===== src/rtl/comb_2_decim.sv =====
// comb_2_decim: decimating second-order comb stage of the incremental-ADC CIC
// decimator. It takes one integrator sample every R clocks and applies
// (1 - z^-1)^2 at that decimated rate. A start pulse clears all history, so
// every conversion begins from zero state, in step with the integrator.
//
// Ports:
//   clk       rising-edge system clock
//   rst       synchronous active-high reset (overrides start)
//   start     conversion start: synchronous clear of counter and history
//   data_in   unsigned integrator output, full rate, WIDTH bits
//   data_out  comb result, unsigned modulo 2^WIDTH, updated on sample edges
//   valid_out one-cycle strobe, high in the cycle after each sample edge
//   settled   high once two or more decimated samples have been taken
module comb_2_decim #(
  parameter int WIDTH = 18,
  parameter int R     = 16
) (
  input  logic             clk,
  input  logic             rst,
  input  logic             start,
  input  logic [WIDTH-1:0] data_in,
  output logic [WIDTH-1:0] data_out,
  output logic             valid_out,
  output logic             settled
);

  localparam int CW = (R > 1) ? $clog2(R) : 1;
  localparam logic [CW-1:0] CNT_LAST = CW'(R - 1);

  logic [CW-1:0]    cnt;
  logic [WIDTH-1:0] x_z, d1_z;
  logic [WIDTH-1:0] d1, d2;
  logic [1:0]       nsamp;
  logic             smp;

  // Plain modular subtraction: the wrap is what makes the CIC correct when
  // the upstream integrator overflows, so no saturation or sign extension.
  always_comb begin
    d1  = data_in - x_z;
    d2  = d1 - d1_z;
    smp = (cnt == CNT_LAST);
  end

  always_ff @(posedge clk) begin
    if (rst || start) begin
      // A sample edge coinciding with start is dropped along with its input.
      cnt       <= '0;
      x_z       <= '0;
      d1_z      <= '0;
      data_out  <= '0;
      valid_out <= 1'b0;
      settled   <= 1'b0;
      nsamp     <= 2'd0;
    end else if (smp) begin
      cnt       <= '0;
      x_z       <= data_in;
      d1_z      <= d1;
      data_out  <= d2;
      valid_out <= 1'b1;
      // nsamp saturates at 2; settled rises with the second sample.
      nsamp     <= (nsamp == 2'd2) ? 2'd2 : nsamp + 2'd1;
      settled   <= (nsamp != 2'd0);
    end else begin
      cnt       <= cnt + 1'b1;
      valid_out <= 1'b0;
    end
  end

endmodule


===== config.mk =====
export PLATFORM = sky130hd
export DESIGN_NAME = comb_2_decim
export DESIGN_NICKNAME = d
export VERILOG_FILES = /design/src/rtl/comb_2_decim.sv
export SDC_FILE = /design/constraint.sdc
export NUM_CORES = 1
export LEC_CHECK = 0
export ABC_AREA = 1
export CORE_ASPECT_RATIO = 1.75
export CORE_MARGIN = 2
export CORE_UTILIZATION = 46
export CTS_BUF_LIST = sky130_fd_sc_hd__clkbuf_8
export CTS_CLUSTER_SIZE = 20
export DETAILED_ROUTE_END_ITERATION = 8
export GPL_TIMING_DRIVEN = 0
export PLACE_DENSITY = 0.76
export SETUP_SLACK_MARGIN = 0.02
export SYNTH_ARGS = -nofsm -noshare
export SYNTH_HDL_FRONTEND = slang
export SYNTH_SLANG_ARGS = --single-unit

===== constraint.sdc =====
create_clock -name clk -period 8 [get_ports clk]
set_clock_uncertainty 0.2 [all_clocks]
set_input_delay 1.6 -clock clk [delete_from_list [all_inputs] [get_ports clk]]
set_output_delay 1.6 -clock clk [all_outputs]
set_load 0.005 [all_outputs]

==> results of run 1 <==
final timing paths:
kind,slack (ns),startpoint,endpoint
max,2.69,data_in[0],data_out[17]$_SDFFE_PP0P_
min,0.25,data_out[8]$_SDFFE_PP0P_,data_out[8]$_SDFFE_PP0P_
max reg2reg,4.14,x_z[0]$_SDFFE_PP0P_,data_out[17]$_SDFFE_PP0P_
min reg2reg,0.25,data_out[8]$_SDFFE_PP0P_,data_out[8]$_SDFFE_PP0P_
power breakdown:
group	total, mW	internal (mW)	switching [mW]	leakage, nW
Combinational	0.141	0.0545	0.0864	1.37
Clock	0.247	0.119	0.128	0.0841
Sequential	0.309	0.309	0.000329	0.499
cell usage after synthesis (4+ instances only):
cell type  instances  area [um2]
a21oi_1           30       150.1
buf_2              7       35.03
clkbuf_1           4       15.01
dfxtp_1           62        1241
ha_1              37       462.9
inv_1             86       322.8
nand2_1          147       551.8
nand3_1           31       155.2
nand4_1            4       25.02
nor2_1            30       112.6
nor3_1             6       30.03
o21ai_0           55       275.3
o21ai_1            4       20.02
o21bai_1           4       30.03
xor2_1            10       87.58
sequential cells by signal, indices dropped and copies added, names as in the netlist:
| name | cells |
|---|---|
| cnt | 4 |
| settled | 1 |
| nsamp | 2 |
| valid_out | 1 |
| x_z | 18 |
| d1_z | 18 |
| data_out | 18 |
cell families after synthesis:
group	share of synthesized area, %
DFF	32.45
AOI/OAI and AO/OA	16.52
and+or+nand+nor	25.16
xor gates and xnor gates	2.977
buffers and inverters	9.748
adders and majority gates	13.15
per-layer routing:
metal	routed length, um	GRT usage, %	part of all wire, %
met2	4718	37.49	53
met4	331	11.11	3.8
met3	252	4.531	2.9
met1	3520	23.15	40
met5	0	0	0
worst max-delay path: cells and delay by family:
kind                     cells  cell delay (ns)
AO/OA/AOI/OAI                1             0.11
buffers and inverters        3             0.57
AND/OR/NAND/NOR             15             2.04
adder cells (fa/ha/maj)      3             1.02
area by class of cell:
type | count | area (um2) | share of cell area, %
plain buffers | 11 | 50.05 | 1.108
clock buffers | 10 | 137.6 | 3.048
clock inverters | 6 | 37.54 | 0.8313
inverters | 86 | 322.8 | 7.149
multi-input cells | 393 | 2211 | 48.96
flip-flops and latches | 62 | 1241 | 27.49
well taps | 92 | 115.1 | 2.549
repair buffers | 40 | 400.4 | 8.867
==> summary.md, run 1 <==
| Metric | Value |
|---|---|
| Status | finished, final reports clean |
| Synth unique cells | 38 |
| EDFF count, synth | 0 |
| Die X | between 70 and 80 um |
| Vias | 3,595 |
| FILL cells | 788 |
| Post-synth net total | 612 |
| Synth Flop Type | dfxtp_1 |
| Final Cycle Share | 66.36% |
| Leak | just under 2 nW |
| Placed Area | 4340 um2 |
| Cells after DPL | around 680 |
| Number of global-route vias before repair | 3,497 |
| CTS Hold Bufs | 0 |
| Site row count | 44 |
| Area of the core | between 8000 and 9000 um2 |
| Hold WS | 0.2495 ns |
| Sequential-to-total area share from yosys stat | between 30% and 40% |
| Final Worst Setup Slack | between 2 and 3 ns |
| Endpoints failing hold | 0 |
| Design Power | 0.6968 mW |
| Reg2Reg Depth | 20 |
| Max-cap check violation count | 0 |
| Max_slew headroom | approximately 64% |
| CP Class | in2reg |
| Vert. Die Dim | between 100 and 150 um |
| CP cell instances | clkdlybuf4s50_1 > inv_1 > ha_1 > fa_1 > nand3b_1 > nand2_1 > nand2_1 > nand2_1 > nand2_1 > nand2_1 > inv_1 > o21bai_2 > nand2_1 > and2_1 > ha_1 > nand2_1 > nor3_1 > nand4_1 > nand3_1 > nand3_1 > nand3_1 > nand2_1 |
| Worst Hold Class | reg2reg |
| Finished Core Util | 55.05% |
| PD cells | approximately 150 nW/um2 |
| CTS tree | yes |
| First-pass GRT wire length | 15,210 um |
| Hold path depth | 2 |
| RSZ-0062 raised after global routing | false |
| Initial Util | 46.63% |
| Crit path DAT | approximately 5.4 ns |
| Max incr delay on CP | 0.46 ns |
| H-tree Lvls | 3 |
| Layout area overhead | 18.06% |
| Fin crit period | about 5.3 ns |
| Cells after synthesis | about 550 |
| Clk buf depth | 2 |
| Final Wtd Congestion | 0.8720 |
| Worst Max-Slew Pin Slew | 0.5350 ns |
| Pre-CTS WS | 2.376 ns |
| Final wirelength | 8823 um |
| Total GRT Usage | a little over a fifth |
| Largest net degree at the start of global routing | 12 |
| Antenna-violating nets left | 0 |
| Ys Warns | 0 |
| Initial antenna violation count | 0 |
| Setup crit start kind | primary input |
| Fin cells | 700 |
| Post-detailed-route DRC marker count | 0 |
| Register bit total from synthesis | 62 |
| CTS buffer count | 9 |
| Max-slew violation count | 0 |
| Ys async rst share | 0% |
| Crit-path max FO | 6 |
| Clock transition at path regs | 0.07 ns |
| Critical path's most frequent cell | nand2_1 |
| Final TNS setup | 0 ns |
| Post-DP HPWL | around 7000 um |
| IO Pins | between 40 and 50 |
| Slowest CP cell | clkdlybuf4s50_1 |
| GR Overflow Total | 0 |
| FMAX | between 150 and 200 MHz |
| Die area | a little over 9000 um2 |
| Resize count post-CTS | 0 |
| WL/cell | approximately 13 um |
| ANT cells | 0 |
| CTS sink count | slightly above 60 |
| Most frequent cells in the layout | nand2_1, inv_1, dfxtp_1, o21ai_0, clkdlybuf4s50_1 |
| Initial DRC Count | a little under 200 |
| Crit path capture type | register |
| Clk Latency, worst-skew pair | ~0.35 ns |
| Most common cell after layout, fill and taps aside | nand2_1 |
| Mapped Area | between 3000 and 4000 um2 |
| CTS root buffer | clkbuf_8 |
| Max IR drop VDD | between 0.08 and 0.09 mV |
| Setup repair bufs after CTS | 0 |
| DR vias/cell | 5.136 |
| Design area | approximately 4500 um2 |
| Router iterations before antenna repair | 4 |
| Share of layout cells above drive strength 1 | under 10% |
| Syn_area_per_cell | 6.929 um2 |
| CP required | approximately 8.1 ns |
| Port Buf Inserts | 40 |
| Net count, final | between 600 and 700 |
| Final setup fails | 0 |
Power figures use the tool's default switching activity.
==> run 2: changes to the inputs <==
==> constraint.sdc (replaced) <==
create_clock -name clk -period 5.13 [get_ports clk]
set_clock_uncertainty 0.2 [all_clocks]
set_input_delay 1.026 -clock clk [delete_from_list [all_inputs] [get_ports clk]]
set_output_delay 1.026 -clock clk [all_outputs]
set_load 0.005 [all_outputs]
==> results of run 2 <==
Same layout as run 1 (identical final DEF). Status: finished, final reports clean.
Main changes from that run: setup slack after placement 2.376 ns -> 0.08000 ns; setup slack after layout 2.691 ns -> 0.3955 ns; register-to-register setup slack 4.14 ns -> 1.27 ns; total power 0.6968 mW -> 1.087 mW; worst IR drop on VDD 0.08349 mV -> 0.1302 mV
